<file path="config.mk">
export PLATFORM = sky130hd
export DESIGN_NAME = adc_axis_packetizer
export DESIGN_NICKNAME = d
export VERILOG_FILES = /design/src/rtl/adc_axis_packetizer.sv
export SDC_FILE = /design/constraint.sdc
export NUM_CORES = 1
export LEC_CHECK = 0
export ABC_AREA = 1
export BUFFER_PORTS_ARGS = -buffer_cell sky130_fd_sc_hd__buf_2
export CAP_MARGIN = 20
export CORE_MARGIN = 10
export CORE_UTILIZATION = 45
export CTS_CLUSTER_SIZE = 25
export DETAILED_ROUTE_END_ITERATION = 8
export PLACE_DENSITY = 0.79
export SETUP_SLACK_MARGIN = 0.02
export SYNTH_ARGS = -nofsm -noshare
export SYNTH_HDL_FRONTEND = slang
export SYNTH_SLANG_ARGS = --single-unit
</file>
<file path="constraint.sdc">
create_clock -name aclk -period 3.6 [get_ports aclk]
set_input_delay 0.54 -clock aclk [delete_from_list [all_inputs] [get_ports aclk]]
set_output_delay 0.54 -clock aclk [all_outputs]
set_load 0.01 [all_outputs]
</file>
<file path="src/rtl/adc_axis_packetizer.sv">
// Splits the ADC AXI-Stream into packets: one header beat, up to len_q payload beats, tlast on the end.
// Define PKT_TRAILER_EN to append a trailer beat (inverted magic, seq, beats sent) that carries tlast.
module adc_axis_packetizer #(
  parameter int          DATA_WIDTH    = 64,
  parameter int          MAX_PKT_BEATS = 128,
  parameter logic [15:0] HDR_MAGIC     = 16'hADC0
) (
  input  logic                    aclk,
  input  logic                    aresetn,
  input  logic [DATA_WIDTH-1:0]   s_axis_tdata,
  input  logic                    s_axis_tvalid,
  input  logic                    s_axis_tlast,
  output logic                    s_axis_tready,
  output logic [DATA_WIDTH-1:0]   m_axis_tdata,
  output logic                    m_axis_tvalid,
  output logic                    m_axis_tlast,
  output logic [DATA_WIDTH/8-1:0] m_axis_tkeep,
  input  logic                    m_axis_tready,
  input  logic [15:0]             pkt_len_beats,
  output logic [31:0]             pkt_count,
  output logic                    busy
);

  localparam logic [15:0] MAX_LEN = 16'(MAX_PKT_BEATS);

`ifdef PKT_TRAILER_EN
  typedef enum logic [1:0] {IDLE, HEADER, PAYLOAD, TRAILER} state_t;
`else
  typedef enum logic [1:0] {IDLE, HEADER, PAYLOAD} state_t;
`endif

  state_t      state, state_n;
  logic [15:0] len_q;
  logic [15:0] beat_cnt;
  logic [15:0] seq;
  logic        frame_start;
  logic        drain;
  logic        load_hdr, hdr_done, load_trl, pkt_done;
  logic        out_fire, in_fire, is_last;

  function automatic logic [15:0] clamp_len(input logic [15:0] req);
    if (req == 16'd0 || req > MAX_LEN) return MAX_LEN;
    return req;
  endfunction

  function automatic logic [DATA_WIDTH-1:0] pack_word(input logic [15:0] tag, input logic [15:0] sq,
                                                      input logic [15:0] len, input logic fs);
    logic [DATA_WIDTH-1:0] w;
    w        = '0;
    w[63:0]  = {tag, sq, len, 15'd0, fs};
    return w;
  endfunction

  assign out_fire      = m_axis_tvalid && m_axis_tready;
  // drain blocks further input once the closing beat is sitting in the output register
  assign s_axis_tready = (state == PAYLOAD) && !drain && (!m_axis_tvalid || m_axis_tready);
  assign in_fire       = s_axis_tvalid && s_axis_tready;
  assign is_last       = (beat_cnt == len_q - 16'd1) || s_axis_tlast;
  assign m_axis_tkeep  = {(DATA_WIDTH/8){m_axis_tvalid}};
  assign busy          = (state != IDLE);

  always_comb begin
    state_n  = state;
    load_hdr = 1'b0;
    hdr_done = 1'b0;
    load_trl = 1'b0;
    pkt_done = 1'b0;
    case (state)
      IDLE: if (s_axis_tvalid) begin
        load_hdr = 1'b1;
        state_n  = HEADER;
      end
      HEADER: if (out_fire) begin
        hdr_done = 1'b1;
        state_n  = PAYLOAD;
      end
      PAYLOAD: if (drain && out_fire) begin
`ifdef PKT_TRAILER_EN
        load_trl = 1'b1;
        state_n  = TRAILER;
`else
        pkt_done = 1'b1;
        state_n  = IDLE;
`endif
      end
`ifdef PKT_TRAILER_EN
      TRAILER: if (out_fire) begin
        pkt_done = 1'b1;
        state_n  = IDLE;
      end
`endif
      default: state_n = IDLE;
    endcase
  end

  // Output register stage: header, payload or trailer beat, held while stalled
  always_ff @(posedge aclk or negedge aresetn) begin
    if (!aresetn) begin
      state         <= IDLE;
      len_q         <= MAX_LEN;
      beat_cnt      <= '0;
      seq           <= '0;
      frame_start   <= 1'b1;
      drain         <= 1'b0;
      pkt_count     <= '0;
      m_axis_tdata  <= '0;
      m_axis_tvalid <= 1'b0;
      m_axis_tlast  <= 1'b0;
    end else begin
      state <= state_n;
      if (load_hdr) begin
        len_q         <= clamp_len(pkt_len_beats);
        m_axis_tdata  <= pack_word(HDR_MAGIC, seq, clamp_len(pkt_len_beats), frame_start);
        m_axis_tvalid <= 1'b1;
        m_axis_tlast  <= 1'b0;
      end else if (in_fire) begin
        m_axis_tdata  <= s_axis_tdata;
        m_axis_tvalid <= 1'b1;
`ifdef PKT_TRAILER_EN
        m_axis_tlast  <= 1'b0;
`else
        m_axis_tlast  <= is_last;
`endif
      end else if (load_trl) begin
        m_axis_tdata  <= pack_word(~HDR_MAGIC, seq, beat_cnt, 1'b0);
        m_axis_tvalid <= 1'b1;
        m_axis_tlast  <= 1'b1;
      end else if (out_fire) begin
        m_axis_tvalid <= 1'b0;
        m_axis_tlast  <= 1'b0;
      end

      if (hdr_done) begin
        frame_start <= 1'b0;
        beat_cnt    <= '0;
        drain       <= 1'b0;
      end
      if (in_fire) begin
        beat_cnt <= beat_cnt + 16'd1;
        if (s_axis_tlast) frame_start <= 1'b1;
        if (is_last) drain <= 1'b1;
      end
      if (pkt_done) begin
        seq       <= seq + 16'd1;
        pkt_count <= pkt_count + 32'd1;
        drain     <= 1'b0;
      end
    end
  end

endmodule
</file>
# After elaboration in Yosys (flattened, before gate mapping)
# Cells that the tools add are included.
# word_totals
input_bits,85
regBits,150
out_inout_bits,108
# classes
add_sub_neg,4
reduce_logical,17
muxes,30
eq_ne,6
magnitude_cmp,1
# op_table
op,count
2-to-1 mux 64 bit,2
2-to-1 mux 16 bit,4
"adder 16 x 1 -> 16 bit, second input constant",2
"adder 32 x 1 -> 32 bit, second input constant",1
2-to-1 mux 1 bit,20
equality test 16 bit,1
"> comparator 16 x 8 -> 1 bit, second input constant",1
zero test 16 bit,1
"subtractor 16 x 1 -> 16 bit, second input constant",1
2-to-1 mux 2 bit,3
case mux 2 bit (3 select lines),1
nonzero test 2 bit,3
logical AND 1 bit,5
"!= test 2 bit, second input constant",2
logical OR 1 bit,3
AND reduction 3 bit,1
nonzero test 3 bit,1
"equality test 2 x 1 -> 1 bit, second input constant",1
"equality test 2 bit, second input constant",1
zero test 1 bit,2
zero test 2 bit,1
"!= test 2 x 1 -> 1 bit, second input constant",1

# Longest topological paths before layout
# Gate-level depths: netlist of the first run.
# depth
ltp_word,7
ltp_mapped,15
ltp_nobuf,15

# Worst setup path after synthesis of the first run
# No wires, ideal clock.
# synth_path
path_kind,reg2reg
startpoint,reg m_axis_tvalid
endpoint,reg pkt_count[31]
arrival_ps,1804
path_stages_with_launch,13
setup_slack_ps,1671
setup_time_ps,125
cell_sequence,dfrtp_1 nand2_1 inv_2 nand3_4 nor2_4 nand2_4 nor2_8 nand2_4 nor2_4 nand2_2 nor2_4 nand2_2 xnor2_2
# synth_via
elab_chain_cells,4
# synth_lines
item,line_no,source
start: declaration,15,"output logic m_axis_tvalid,"
start signal: assignment,107,m_axis_tvalid <= 1'b0;
start signal: assignment,114,m_axis_tvalid <= 1'b1;
start signal: assignment,118,m_axis_tvalid <= 1'b1;
logical AND 1 bit,54,assign out_fire = m_axis_tvalid && m_axis_tready;
logical AND 1 bit,77,PAYLOAD: if (drain && out_fire) begin
2-to-1 mux 1 bit,77,
2-to-1 mux 1 bit,68,case (state)
end signal: assignment,145,pkt_count <= pkt_count + 32'd1;
end: declaration,20,"output logic [31:0] pkt_count,"
# Every way passes these cells.
# A chain may end at the register's enable or synchronous reset.

# Worst setup path after layout of the first run
# layout_path
startpoint,reg state[0]
endpoint,reg m_axis_tdata[40]
# layout_via
elab_chain_cells,5
word_cells_on_any_way,8
# layout_lines
item,line_no,source
start: declaration,32,"state_t state, state_n;"
start signal: assignment,110,state <= state_n;
equality test 2 bit,56,assign s_axis_tready = (state == PAYLOAD) && !drain && (!m_axis_tvalid || m_axis_tready);
logical AND 1 bit (2 in series),56,
logical AND 1 bit,57,assign in_fire = s_axis_tvalid && s_axis_tready;
nonzero test 2 bit (no line),n/a,
end signal: assignment,113,"m_axis_tdata <= pack_word(HDR_MAGIC, seq, clamp_len(pkt_len_beats), frame_start);"
end signal: assignment,117,m_axis_tdata <= s_axis_tdata;
end signal: assignment,125,"m_axis_tdata <= pack_word(~HDR_MAGIC, seq, beat_cnt, 1'b0);"
end: declaration,14,"output logic [DATA_WIDTH-1:0] m_axis_tdata,"
# Parallel ways exist; a longest one is shown, timed or not.

==> results_tabular.tex, run 1 <==
\begin{tabular}{lr}
\hline
Metric & Value \\
\hline
\multicolumn{2}{l}{\textbf{Pwr}} \\
Lkg Pwr & 4.813 nW \\
Clock power frac & 29.7\% \\
Combinational group share of total power & 29.0\% \\
Cell internal pwr & 3.619 mW \\
Net Sw Frac & 34.99\% \\
Peak supply drop & 318.8 uV \\
NetSw & 1.947 mW \\
Pwr per Cell Area & 622.2 mW/mm2 \\
Sequential share of power & 41.3\% \\
\multicolumn{2}{l}{\textbf{Layout}} \\
Fraction of final layout cells with drive strength greater than 1 & 25.82\% \\
Filler Cell Count & 1398 \\
Synth-to-Final Area Change & 23.47\% \\
Final core utilization & 56.51\% \\
Nets@finish & 1087 \\
Final Cell Area & 0.008945 mm2 \\
\multicolumn{2}{l}{\textbf{Worst setup path}} \\
Critical R2R Launch & state[0]\$\_DFFE\_PN0P\_ \\
Maximum fanout along the worst path & 48 \\
Timing endpoint of the critical path & m\_axis\_tdata[40]\$\_DFFE\_PN0P\_ \\
Arrival time at the worst endpoint & 2780 ps \\
Endpoint of the worst register-to-register path & m\_axis\_tdata[40]\$\_DFFE\_PN0P\_ \\
CP endpoint kind & flop \\
Required time of the critical path & 3920 ps \\
Element type at the critical path start & flop \\
Number of cells on the worst reg-to-reg path & 10 \\
CP Class & reg2reg \\
Critical path launch point & state[0]\$\_DFFE\_PN0P\_ \\
Setup slack of the most critical reg-to-reg path & 1140 ps \\
\multicolumn{2}{l}{\textbf{Timing}} \\
Unrepaired setup endpoints after global routing & no \\
Time the worst path needs with I/O delays and setup & 2465 ps \\
Slew at the pin with the worst max-slew slack & 856.3 ps \\
Rel. slew slack & 42.56\% \\
Count of endpoints failing hold in the final timing report & 0 \\
Layout Skew & 8.499 ps \\
Final worst path period share & 68.46\% \\
Setup\_tns & 0 ps \\
Total count of max-transition violations in the final report & 0 \\
\# setup viols final & 0 \\
Fmax & 405.7 MHz \\
\multicolumn{2}{l}{\textbf{Yosys}} \\
Largest area contributor in the netlist & dfrtp\_1 \\
Most used flip-flop cell after synthesis & dfrtp\_1 \\
Commonest cells in the netlist & 164 x nand2\_1, 148 x dfrtp\_1, 102 x nor2\_1, 75 x inv\_1, 49 x nand3\_1 \\
Share of synthesized area occupied by flip-flops and latches & 51.85\% \\
Post-synth net total & 901 \\
Number of distinct library cells after synthesis & 41 \\
Most common cell in the netlist & nand2\_1 \\
Netlist Area Pre-Place & 0.007244 mm2 \\
Async set-reset flop share out of synthesis & 100.0\% \\
Top-area cell type share of the netlist area & 51.12\% \\
Instance count of the mapped netlist & 812 \\
Synthesized area divided by synthesized cell count & 8.922 um2 \\
Leading post-synthesis cells by cell area & dfrtp\_1 51\%, nand2\_1 8.5\%, nor2\_1 5.3\% \\
Number of storage elements in the synthesis netlist & 150 \\
Number of synthesized flops with an enable pin & 0 \\
Yosys warning total & 0 \\
\multicolumn{2}{l}{\textbf{Placement}} \\
Post-DP HPWL & 14.08 mm \\
Post-Place Cell Area & 0.008392 mm2 \\
Buffers added on ports & 192 \\
Gpl congestion & 0.8521 \\
\multicolumn{2}{l}{\textbf{Clock tree}} \\
CTS tree & built \\
CTS H-tree depth & 4 \\
Clock buffer count from CTS & 17 \\
Post-cts hold buffer count & 0 \\
Number of post-CTS setup repair buffers & 0 \\
Largest buffer count on any clock path & 2 \\
Post-CTS clock slew at the launch and capture registers of the worst setup and hold paths & 60 ps \\
Number of gates given a new drive strength after cts & 0 \\
Clk\_lat worst skew & 420 ps \\
Clock Sink Count & 150 \\
Clock tree root buffer cell & clkbuf\_16 \\
\multicolumn{2}{l}{\textbf{Detailed routing}} \\
Number of vias after detailed routing & 6183 \\
Number of design rule violations left after detail routing & 0 \\
Routed WL per cell & 15.70 um \\
Router iterations before antenna repair & 4 \\
DRC violation total after the first TritonRoute iteration & 296 \\
Final wirelength & 19.27 mm \\
Number of antenna-violating nets in the routed design & 0 \\
Routed vias/inst & 5.035 \\
\multicolumn{2}{l}{\textbf{GRT}} \\
Via count of the first global-routing pass & 6357 \\
Overflow after GRT & 0 \\
Pin count of the biggest net entering global routing & 88 \\
Global-route wire length before repair & 32.09 mm \\
Number of antenna violations at the first check in global routing & 1 \\
Global Route Usage Sum & 18.05\% \\
\multicolumn{2}{l}{\textbf{Run status}} \\
Outcome & complete, no violations \\
\multicolumn{2}{l}{\textbf{Die}} \\
Horiz. Die Dim & 146.9 um \\
Total die area & 0.02157 mm2 \\
Die height & 146.9 um \\
Placeable core region & 0.01583 mm2 \\
Number of rows created at floorplan & 46 \\
Initial core utilization & 45.77\% \\
Number of top-level pins & 193 \\
\multicolumn{2}{l}{\textbf{Flow run}} \\
Max-capacitance violation count & 0 \\
\multicolumn{2}{l}{\textbf{Min path}} \\
Path category of the worst min-delay check & in2async \\
\hline
\end{tabular}
==> placed cells by master (no fill, tap or decap), drive strengths merged, types with 2 or more instances in the layout <==
cell type	Yosys	final
buf	21	198
nand2	170	170
dfrtp	148	148
nor2	108	108
inv	79	79
nand3	51	51
xor2	42	42
nor3	34	34
o21ai	28	28
a22o	25	25
nand4	23	23
clkbuf	10	20
a21oi	18	18
xnor2	18	18
a211oi	9	9
clkinv	1	9
a31oi	8	8
ha	4	4
nand3b	3	3
o22ai	3	3
clkinvlp	0	3
dfstp	2	2
nor4	2	2
==> sequential cells by signal (all words and copies together) (netlist names) <==
name	cells
m_axis_tvalid	1
seq	16
frame_start	1
beat_cnt	16
len_q	16
m_axis_tlast	1
drain	1
state	2
pkt_count	32
m_axis_tdata	64
==> through the flow <==
| stage | total power [mW] | std cells | setup slack, ps | hold slack, ps |
|---|---|---|---|---|
| detailed placement | 3.948 | 1195 | 1049 | 459.2 |
| global route | 5.925 | 1228 | 909.4 | 246.4 |
| floorplan | 3.284 | 812 | 1671 | 244.4 |
| global placement | 3.894 | 1195 | 1139 | 450.4 |
| CTS | 5.631 | 1227 | 1133 | 224.2 |
| finish | 5.566 | 1228 | 1135 | 185.1 |
==> cell type report <==
class | instances | area (um2) | share of cell area (%)
timing repair buffer | 198 | 1025 | 11.46
clock buffer | 20 | 446.7 | 4.994
sequential | 150 | 3756 | 41.99
clock inverter | 12 | 103.9 | 1.161
multi-input combinational | 551 | 3040 | 33.99
antenna | 1 | 2.502 | 0.02798
tap | 216 | 270.3 | 3.021
inverter | 80 | 300.3 | 3.357
==> layer usage <==
layer | share of wire [%] | global-route usage [%]
met3 | 5.2 | 5.344
met2 | 50 | 30.25
met1 | 43 | 21.88
met5 | 0 | 0
met4 | 2.1 | 5.606
==> worst max-delay path, cell delays in order (launching register included) <==
cell and delay (ps):
dfrtp_1 420, inv_1 90, nand2_1 60, nor3_2 190, nand2_2 80, clkinv_1 50, buf_4 440, nor2_4 210
inv_2 480, nor2_1 110, a211oi_1 220
==> worst min path at each step <==
stage                                 startpoint                           end  slack, ps
floorplan                                aresetn       beat_cnt[0]$_DFFE_PN0P_        240
global placement    m_axis_tdata[30]$_DFFE_PN0P_  m_axis_tdata[30]$_DFFE_PN0P_        450
detailed placement  m_axis_tdata[26]$_DFFE_PN0P_  m_axis_tdata[26]$_DFFE_PN0P_        460
CTS                                      aresetn  m_axis_tdata[59]$_DFFE_PN0P_        220
global route                             aresetn  m_axis_tdata[52]$_DFFE_PN0P_        250
finish                                   aresetn  m_axis_tdata[52]$_DFFE_PN0P_        190
==> power groups by stage <==
stage	Clock, mW	Combinational (mW)	Sequential, mW
4_1_cts	1.69	1.64	2.30
6_report	1.65	1.61	2.30
5_1_grt	1.77	1.81	2.34
3_3_place_gp	0	1.58	2.32
2_1_floorplan	0	0.853	2.43
3_5_place_dp	0	1.63	2.32
==> kinds of logic (layout without fill, tap and decap cells) <==
group	after synthesis	after routing	share of synthesized area, %
simple gates	393	393	25.29
flops	150	150	51.85
buf+inv	111	310	6.390
compound gates	93	93	8.290
xor+xnor	60	60	7.357
fa+ha+maj	4	4	0.6909
mux	1	1	0.1382
other cells	0	1	0
No activity file was read; power rests on OpenSTA's default activity.
==> run 2: changes to the inputs <==
--- a/config.mk
+++ b/config.mk
@@ -12,7 +12,7 @@
 export CORE_UTILIZATION = 45
 export CTS_CLUSTER_SIZE = 25
 export DETAILED_ROUTE_END_ITERATION = 8
-export PLACE_DENSITY = 0.79
+export PLACE_DENSITY = 0.82
 export SETUP_SLACK_MARGIN = 0.02
 export SYNTH_ARGS = -nofsm -noshare
 export SYNTH_HDL_FRONTEND = slang
==> constraint.sdc (replaced) <==
create_clock -name aclk -period 2.26 [get_ports aclk]
set_input_delay 0.339 -clock aclk [delete_from_list [all_inputs] [get_ports aclk]]
set_output_delay 0.339 -clock aclk [all_outputs]
set_load 0.01 [all_outputs]
==> run 2 against run 1 <==
Cell area grew 1.6%. Global-route usage is 0.057 points higher. Sequential power is 57% higher. Sequential cell count unchanged. Largest cell class unchanged. Utilization up 0.91 points. First-iteration DRC count increased by 35%. Clock power rose by 75%. Setup slack lost 890 ps.
==> results_tabular.tex, run 2 (synthesis results as in run 1) <==
\begin{tabular}{lr}
\hline
Metric & Value \\
\hline
\multicolumn{2}{l}{\textbf{GRT}} \\
Global Route Usage Sum & 18.11\% \\
Via count of the first global-routing pass & 6440 \\
Global-route wire length before repair & 32.15 mm \\
Number of antenna violations at the first check in global routing & 0 \\
Overflow after GRT & 0 \\
Pin count of the biggest net entering global routing & 67 \\
\multicolumn{2}{l}{\textbf{Placement}} \\
Gpl congestion & 0.9031 \\
Buffers added on ports & 192 \\
Post-DP HPWL & 14.46 mm \\
\multicolumn{2}{l}{\textbf{Worst setup path}} \\
Maximum fanout along the worst path & 47 \\
Arrival time at the worst endpoint & 2310 ps \\
Element type at the critical path start & flop \\
Setup slack of the most critical reg-to-reg path & 250 ps \\
CP Class & reg2reg \\
Endpoint of the worst register-to-register path & beat\_cnt[3]\$\_DFFE\_PN0P\_ \\
Number of cells on the worst reg-to-reg path & 9 \\
CP endpoint kind & flop \\
Required time of the critical path & 2560 ps \\
Critical R2R Launch & state[0]\$\_DFFE\_PN0P\_ \\
\multicolumn{2}{l}{\textbf{Layout}} \\
Most common cell after layout, fill and taps aside & buf\_2 \\
Sequential cell area & 0.003756 mm2 \\
Flip-flop count of the largest register, all copies and words added & 64 \\
Antenna diodes & 0 \\
Fraction of final layout cells with drive strength greater than 1 & 26.50\% \\
Most used cells in the layout excluding fill and tap cells & 191 x buf\_2, 164 x nand2\_1, 148 x dfrtp\_1 \\
Register containing the most flip-flops in the final layout & m\_axis\_tdata \\
Final core utilization & 57.42\% \\
Synth-to-Final Area Change & 25.46\% \\
Area of the multi-input gates & 0.003040 mm2 \\
Nets@finish & 1096 \\
Regs by FF count & m\_axis\_tdata x64, pkt\_count x32 \\
Filler Cell Count & 1371 \\
\multicolumn{2}{l}{\textbf{Clock tree}} \\
Clock buffer count from CTS & 17 \\
Post-CTS clock slew at the launch and capture registers of the worst setup and hold paths & 60 ps \\
CTS H-tree depth & 4 \\
Clock Sink Count & 150 \\
Largest buffer count on any clock path & 2 \\
Number of gates given a new drive strength after cts & 0 \\
Clk\_lat worst skew & 430 ps \\
Clock tree root buffer cell & clkbuf\_16 \\
CTS tree & built \\
\multicolumn{2}{l}{\textbf{Die}} \\
Horiz. Die Dim & 146.9 um \\
Placeable core region & 0.01583 mm2 \\
Number of rows created at floorplan & 46 \\
Total die area & 0.02157 mm2 \\
Initial core utilization & 45.77\% \\
Die height & 146.9 um \\
Number of top-level pins & 193 \\
\multicolumn{2}{l}{\textbf{Pwr}} \\
Pwr per Cell Area & 1007 mW/mm2 \\
Peak supply drop & 645.2 uV \\
Lkg Pwr & 4.884 nW \\
\multicolumn{2}{l}{\textbf{Timing}} \\
Setup\_tns & 0 ps \\
Layout Skew & 6.980 ps \\
Unrepaired setup endpoints after global routing & no \\
Fmax & 497.2 MHz \\
Time the worst path needs with I/O delays and setup & 2011 ps \\
\# setup viols final & 0 \\
Count of endpoints failing hold in the final timing report & 0 \\
Total count of max-transition violations in the final report & 0 \\
Final worst path period share & 89.00\% \\
Slew at the pin with the worst max-slew slack & 652.7 ps \\
Rel. slew slack & 56.49\% \\
\multicolumn{2}{l}{\textbf{Min path}} \\
Worst min-delay path endpoint & m\_axis\_tvalid\$\_DFFE\_PN0P\_ \\
Startpoint of the most critical hold path & m\_axis\_tready \\
Number of cells on the worst hold path & 2 \\
Path category of the worst min-delay check & in2reg \\
\multicolumn{2}{l}{\textbf{Detailed routing}} \\
Number of antenna-violating nets in the routed design & 0 \\
DRC violation total after the first TritonRoute iteration & 400 \\
Routed WL per cell & 15.80 um \\
Number of vias after detailed routing & 6280 \\
Router iterations before antenna repair & 5 \\
Final wirelength & 19.51 mm \\
Number of design rule violations left after detail routing & 0 \\
Routed vias/inst & 5.085 \\
\multicolumn{2}{l}{\textbf{Run status}} \\
Outcome & complete, no violations \\
\multicolumn{2}{l}{\textbf{Flow run}} \\
Max-capacitance violation count & 0 \\
\hline
\end{tabular}
## run 2: cell count changes in the layout (fill, tap and decap cells not counted), moves of 2 or more
cell | before | now
clkbuf_1 | 2 | 0
clkinv_2 | 5 | 1
buf_4 | 5 | 11
inv_6 | 1 | 3
buf_12 | 1 | 3
bufinv_16 | 1 | 3
clkinvlp_4 | 3 | 5
## run 2: cell type report
type / instances / area share [%]
sequential: 150 / 41.33
multi-input combinational: 551 / 33.45
timing repair buffer: 207 / 12.32
clock buffer: 17 / 4.681
inverter: 80 / 3.304
tap: 216 / 2.974
clock inverter: 14 / 1.941
## run 2: worst max-delay path by stage
stage / startpoint / endpoint / slack, ps / cells after the start
final: state[0]$_DFFE_PN0P_ / beat_cnt[3]$_DFFE_PN0P_ / 250 / 9
after global routing: state[0]$_DFFE_PN0P_ / beat_cnt[0]$_DFFE_PN0P_ / 30 / 9
after CTS: state[0]$_DFFE_PN0P_ / beat_cnt[3]$_DFFE_PN0P_ / 240 / 9
after detailed placement: state[0]$_DFFE_PN0P_ / beat_cnt[4]$_DFFE_PN0P_ / 270 / 9
after global placement: m_axis_tready / pkt_count[28]$_DFFE_PN0P_ / 360 / 10
after floorplan: m_axis_tvalid$_DFFE_PN0P_ / pkt_count[31]$_DFFE_PN0P_ / 330 / 12
## run 2: routing by layer
layer | global-route usage [%] | part of all wire, % | vias to the layer above
met5 | 0 | 0 | -
li1 | - | - | 3041
met3 | 5.651 | 6.9 | 27
met2 | 30.91 | 50 | 210
met4 | 5.706 | 1.9 | 0
met1 | 21.26 | 41 | 3002
## run 2: power breakdown
part	switching (mW)	total, mW	internal, mW
Sequential	0.367	3.62	3.26
Combinational	1.63	2.65	1.02
Clock	1.14	2.88	1.74
## run 2: metrics by stage
stage                     worst slack [ps]  hold WS (ps)  power, mW  std cells  cell area (um2)
after floorplan                      330.6         43.41      5.232        812             7244
final                                248.7         121.9      9.150       1235             9089
after global placement               356.7         400.3      6.258       1203             8477
after CTS                            239.3         106.9      9.254       1235             9089
after detailed placement             270.6         404.5      6.341       1203             8477
after global routing                 34.25         117.0      9.711       1235             9089
## run 2: what timing repair did
item                                   CTS  global route
hold buffers                             1             0
setup buffers                            0             0
endpoints found under the hold margin   61             0
## run 2: worst max-delay path, cell delays in order, from the launching register on
cell and delay [ps]:
dfrtp_1 410, inv_1 100, nand2_1 70, nor3_2 190, nand2_2 120, inv_1 130, buf_4 460, nor2_1 180
inv_1 140, o22ai_1 80
==> run 3: changes to the inputs <==
--- a/config.mk
+++ b/config.mk
@@ -5,7 +5,6 @@
 export SDC_FILE = /design/constraint.sdc
 export NUM_CORES = 1
 export LEC_CHECK = 0
-export ABC_AREA = 1
 export BUFFER_PORTS_ARGS = -buffer_cell sky130_fd_sc_hd__buf_2
 export CAP_MARGIN = 20
 export CORE_MARGIN = 10
==> run 3 against run 2 <==
Register-to-register slack got worse by 120 ps. First-iteration DRC count down 13%. Count of clock-buffer cells in the layout stayed put.
==> results_tabular.tex, run 3 <==
\begin{tabular}{lr}
\hline
Metric & Value \\
\hline
\multicolumn{2}{l}{\textbf{Layout}} \\
Most used cells in the layout excluding fill and tap cells & 191 x buf\_2, 166 x nand2\_1, 148 x dfrtp\_1 \\
Register containing the most flip-flops in the final layout & m\_axis\_tdata \\
Fraction of final layout cells with drive strength greater than 1 & 29.06\% \\
Final core utilization & 58.71\% \\
Most common cell after layout, fill and taps aside & buf\_2 \\
Nets@finish & 1012 \\
Area of the multi-input gates & 0.003004 mm2 \\
Filler Cell Count & 1264 \\
Antenna diodes & 0 \\
Synth-to-Final Area Change & 28.12\% \\
Regs by FF count & m\_axis\_tdata x64, pkt\_count x32 \\
Flip-flop count of the largest register, all copies and words added & 64 \\
Sequential cell area & 0.003756 mm2 \\
\multicolumn{2}{l}{\textbf{Flow run}} \\
Max-capacitance violation count & 0 \\
\multicolumn{2}{l}{\textbf{Yosys}} \\
Top-area cell type share of the netlist area & 53.36\% \\
Number of synthesized flops with an enable pin & 0 \\
Number of distinct library cells after synthesis & 52 \\
Most common cell in the netlist & nand2\_1 \\
Post-synth net total & 815 \\
Largest area contributor in the netlist & dfrtp\_1 \\
Instance count of the mapped netlist & 726 \\
Netlist Area Pre-Place & 0.006940 mm2 \\
Commonest cells in the netlist & 168 x nand2\_1, 148 x dfrtp\_1, 47 x nor2\_1, 47 x xnor2\_1, 41 x a21oi\_1 \\
Number of storage elements in the synthesis netlist & 150 \\
Async set-reset flop share out of synthesis & 100.0\% \\
Leading post-synthesis cells by cell area & dfrtp\_1 53\%, nand2\_1 9.1\%, xnor2\_1 5.9\% \\
Share of synthesized area occupied by flip-flops and latches & 54.12\% \\
Most used flip-flop cell after synthesis & dfrtp\_1 \\
Yosys warning total & 0 \\
Synthesized area divided by synthesized cell count & 9.560 um2 \\
\multicolumn{2}{l}{\textbf{Placement}} \\
Post-DP HPWL & 14.00 mm \\
Buffers added on ports & 192 \\
Gpl congestion & 0.8456 \\
\multicolumn{2}{l}{\textbf{Worst setup path}} \\
Cell repeated most along the worst path & buf\_4 \\
Maximum fanout along the worst path & 5 \\
Largest stage delay, worst path & 410 ps \\
Slowest library cell on the worst path & nor4\_4 \\
Arrival time at the worst endpoint & 2460 ps \\
Setup slack of the most critical reg-to-reg path & 130 ps \\
CP Class & reg2reg \\
Endpoint of the worst register-to-register path & drain\$\_DFF\_PN0\_ \\
Sequence of cells on the critical path & buf\_4 > nor4\_4 > buf\_4 > nor4b\_1 > o221ai\_1 > nand3\_1 > nand4\_1 > a31oi\_1 \\
Worst Path Buf+Inv & 2 \\
Family with the most delay on the worst path & simple AND/OR/NAND/NOR gates \\
Required time of the critical path & 2590 ps \\
Critical R2R Launch & len\_q[0]\$\_DFFE\_PN0P\_ \\
Number of cells on the worst reg-to-reg path & 8 \\
CP endpoint kind & flop \\
Element type at the critical path start & flop \\
\multicolumn{2}{l}{\textbf{Clock tree}} \\
CTS H-tree depth & 4 \\
Post-CTS clock slew at the launch and capture registers of the worst setup and hold paths & 70 ps \\
Clock Sink Count & 150 \\
Clock buffer count from CTS & 17 \\
Largest buffer count on any clock path & 2 \\
Clock tree root buffer cell & clkbuf\_16 \\
CTS tree & built \\
Clk\_lat worst skew & 420 ps \\
\multicolumn{2}{l}{\textbf{Detailed routing}} \\
Routed vias/inst & 5.297 \\
DRC violation total after the first TritonRoute iteration & 349 \\
Routed WL per cell & 17.06 um \\
Number of antenna-violating nets in the routed design & 0 \\
Final wirelength & 19.17 mm \\
Number of vias after detailed routing & 5954 \\
Router iterations before antenna repair & 5 \\
Number of design rule violations left after detail routing & 0 \\
\multicolumn{2}{l}{\textbf{GRT}} \\
Via count of the first global-routing pass & 6196 \\
Global-route wire length before repair & 31.31 mm \\
Overflow after GRT & 0 \\
Number of antenna violations at the first check in global routing & 0 \\
Global Route Usage Sum & 18.73\% \\
Pin count of the biggest net entering global routing & 57 \\
\multicolumn{2}{l}{\textbf{Pwr}} \\
Cell internal pwr & 5.839 mW \\
Combinational group share of total power & 24.8\% \\
NetSw & 2.868 mW \\
Peak supply drop & 585.4 uV \\
Clock power frac & 34.9\% \\
Pwr per Cell Area & 979.1 mW/mm2 \\
Sequential share of power & 40.3\% \\
Net Sw Frac & 32.94\% \\
Lkg Pwr & 4.501 nW \\
\multicolumn{2}{l}{\textbf{Min path}} \\
Number of cells on the worst hold path & 3 \\
Path category of the worst min-delay check & in2reg \\
Startpoint of the most critical hold path & s\_axis\_tdata[54] \\
Worst min-delay path endpoint & m\_axis\_tdata[54]\$\_DFFE\_PN0P\_ \\
\multicolumn{2}{l}{\textbf{Timing}} \\
Slew at the pin with the worst max-slew slack & 571.6 ps \\
Fmax & 468.7 MHz \\
Rel. slew slack & 61.75\% \\
Total count of max-transition violations in the final report & 0 \\
Minimum hold slack & 127.9 ps \\
Setup\_tns & 0 ps \\
Final worst path period share & 94.41\% \\
Count of endpoints failing hold in the final timing report & 0 \\
Layout Skew & 13.84 ps \\
Unrepaired setup endpoints after global routing & yes \\
Time the worst path needs with I/O delays and setup & 2134 ps \\
\# setup viols final & 0 \\
\multicolumn{2}{l}{\textbf{Die}} \\
Horiz. Die Dim & 144.2 um \\
Number of top-level pins & 193 \\
Total die area & 0.02079 mm2 \\
Number of rows created at floorplan & 45 \\
Placeable core region & 0.01515 mm2 \\
Die height & 144.2 um \\
Initial core utilization & 45.82\% \\
\multicolumn{2}{l}{\textbf{Run status}} \\
Outcome & complete, no violations \\
\hline
\end{tabular}
-- run 3: cell types whose count changed in the layout (fill, tap and decap cells not counted), moves of 16 or more --
cell / change
inv_1: -62
nor2_1: -53
xnor2_1: +30
a22o_1: -25
a21oi_1: +23
xor2_1: -19
nand3_1: -16
nor3_1: -16
-- run 3: what timing repair did --
| item | CTS | global route |
|---|---|---|
| setup buffers | 0 | 3 |
| resized for setup | 1 | 8 |
| endpoints found under the hold margin | 53 | 0 |
| hold buffers | 1 | 0 |
| pin swaps | 0 | 2 |
| endpoints found under the setup margin | 1 | 14 |
-- run 3: layout make-up --
cell class,count,area share (%)
multi-input combinational,523,33.78
inverter,13,0.5488
clock inverter,15,2.392
tap,188,2.645
timing repair buffer,218,13.61
sequential,150,42.24
clock buffer,17,4.784
-- run 3: worst max path at each step --
stage | startpoint | endpoint | depth (start not counted)
6_report | len_q[0]$_DFFE_PN0P_ | drain$_DFF_PN0_ | 8
5_1_grt | state[0]$_DFFE_PN0P_ | beat_cnt[14]$_DFFE_PN0P_ | 7
4_1_cts | len_q[1]$_DFFE_PN0P_ | drain$_DFF_PN0_ | 8
3_5_place_dp | len_q[1]$_DFFE_PN0P_ | drain$_DFF_PN0_ | 8
3_3_place_gp | len_q[1]$_DFFE_PN0P_ | drain$_DFF_PN0_ | 8
2_1_floorplan | m_axis_tvalid$_DFFE_PN0P_ | pkt_count[30]$_DFFE_PN0P_ | 7
-- run 3: logic make-up after synthesis --
group	Yosys count	share of synthesized area (%)
xor gates and xnor gates	70	8.833
and+or+nand+nor	338	23.26
buffers and inverters	53	3.389
DFF	150	54.12
adders and majority gates	5	0.8654
AOI/OAI and AO/OA	104	8.617
muxes	6	0.9194
-- run 3: worst reg2reg max path, delay by kind of cell, from the launching register on --
| family | cells | cell delay [ps] |
|---|---|---|
| compound gates | 2 | 380 |
| buf+inv | 2 | 370 |
| flops | 1 | 380 |
| simple gates | 4 | 920 |
-- run 3: metrics by stage --
step | instance area, um2 | worst slack, ps | total power [mW] | instances
global placement | 8173 | 156.4 | 5.663 | 1088
floorplan | 6940 | 211.0 | 4.726 | 726
detailed placement | 8173 | 6.256 | 5.739 | 1088
CTS | 8827 | 42.98 | 8.802 | 1121
global route | 8892 | 16.00 | 9.235 | 1124
finish | 8892 | 126.3 | 8.706 | 1124
-- run 3: metal layers --
metal  track usage [%]  routed length (um)
met4             4.787                 186
met2             29.44                8842
met1             22.91                8008
met3             8.560                2134
met5                 0                   0
-- run 3: power by group through the flow --
stage	Clock [mW]	Sequential, mW	Combinational (mW)
2_1_floorplan	0	3.75	0.980
3_3_place_gp	0	3.53	2.14
3_5_place_dp	0	3.54	2.20
4_1_cts	3.09	3.51	2.20
5_1_grt	3.21	3.58	2.45
6_report	3.04	3.51	2.16
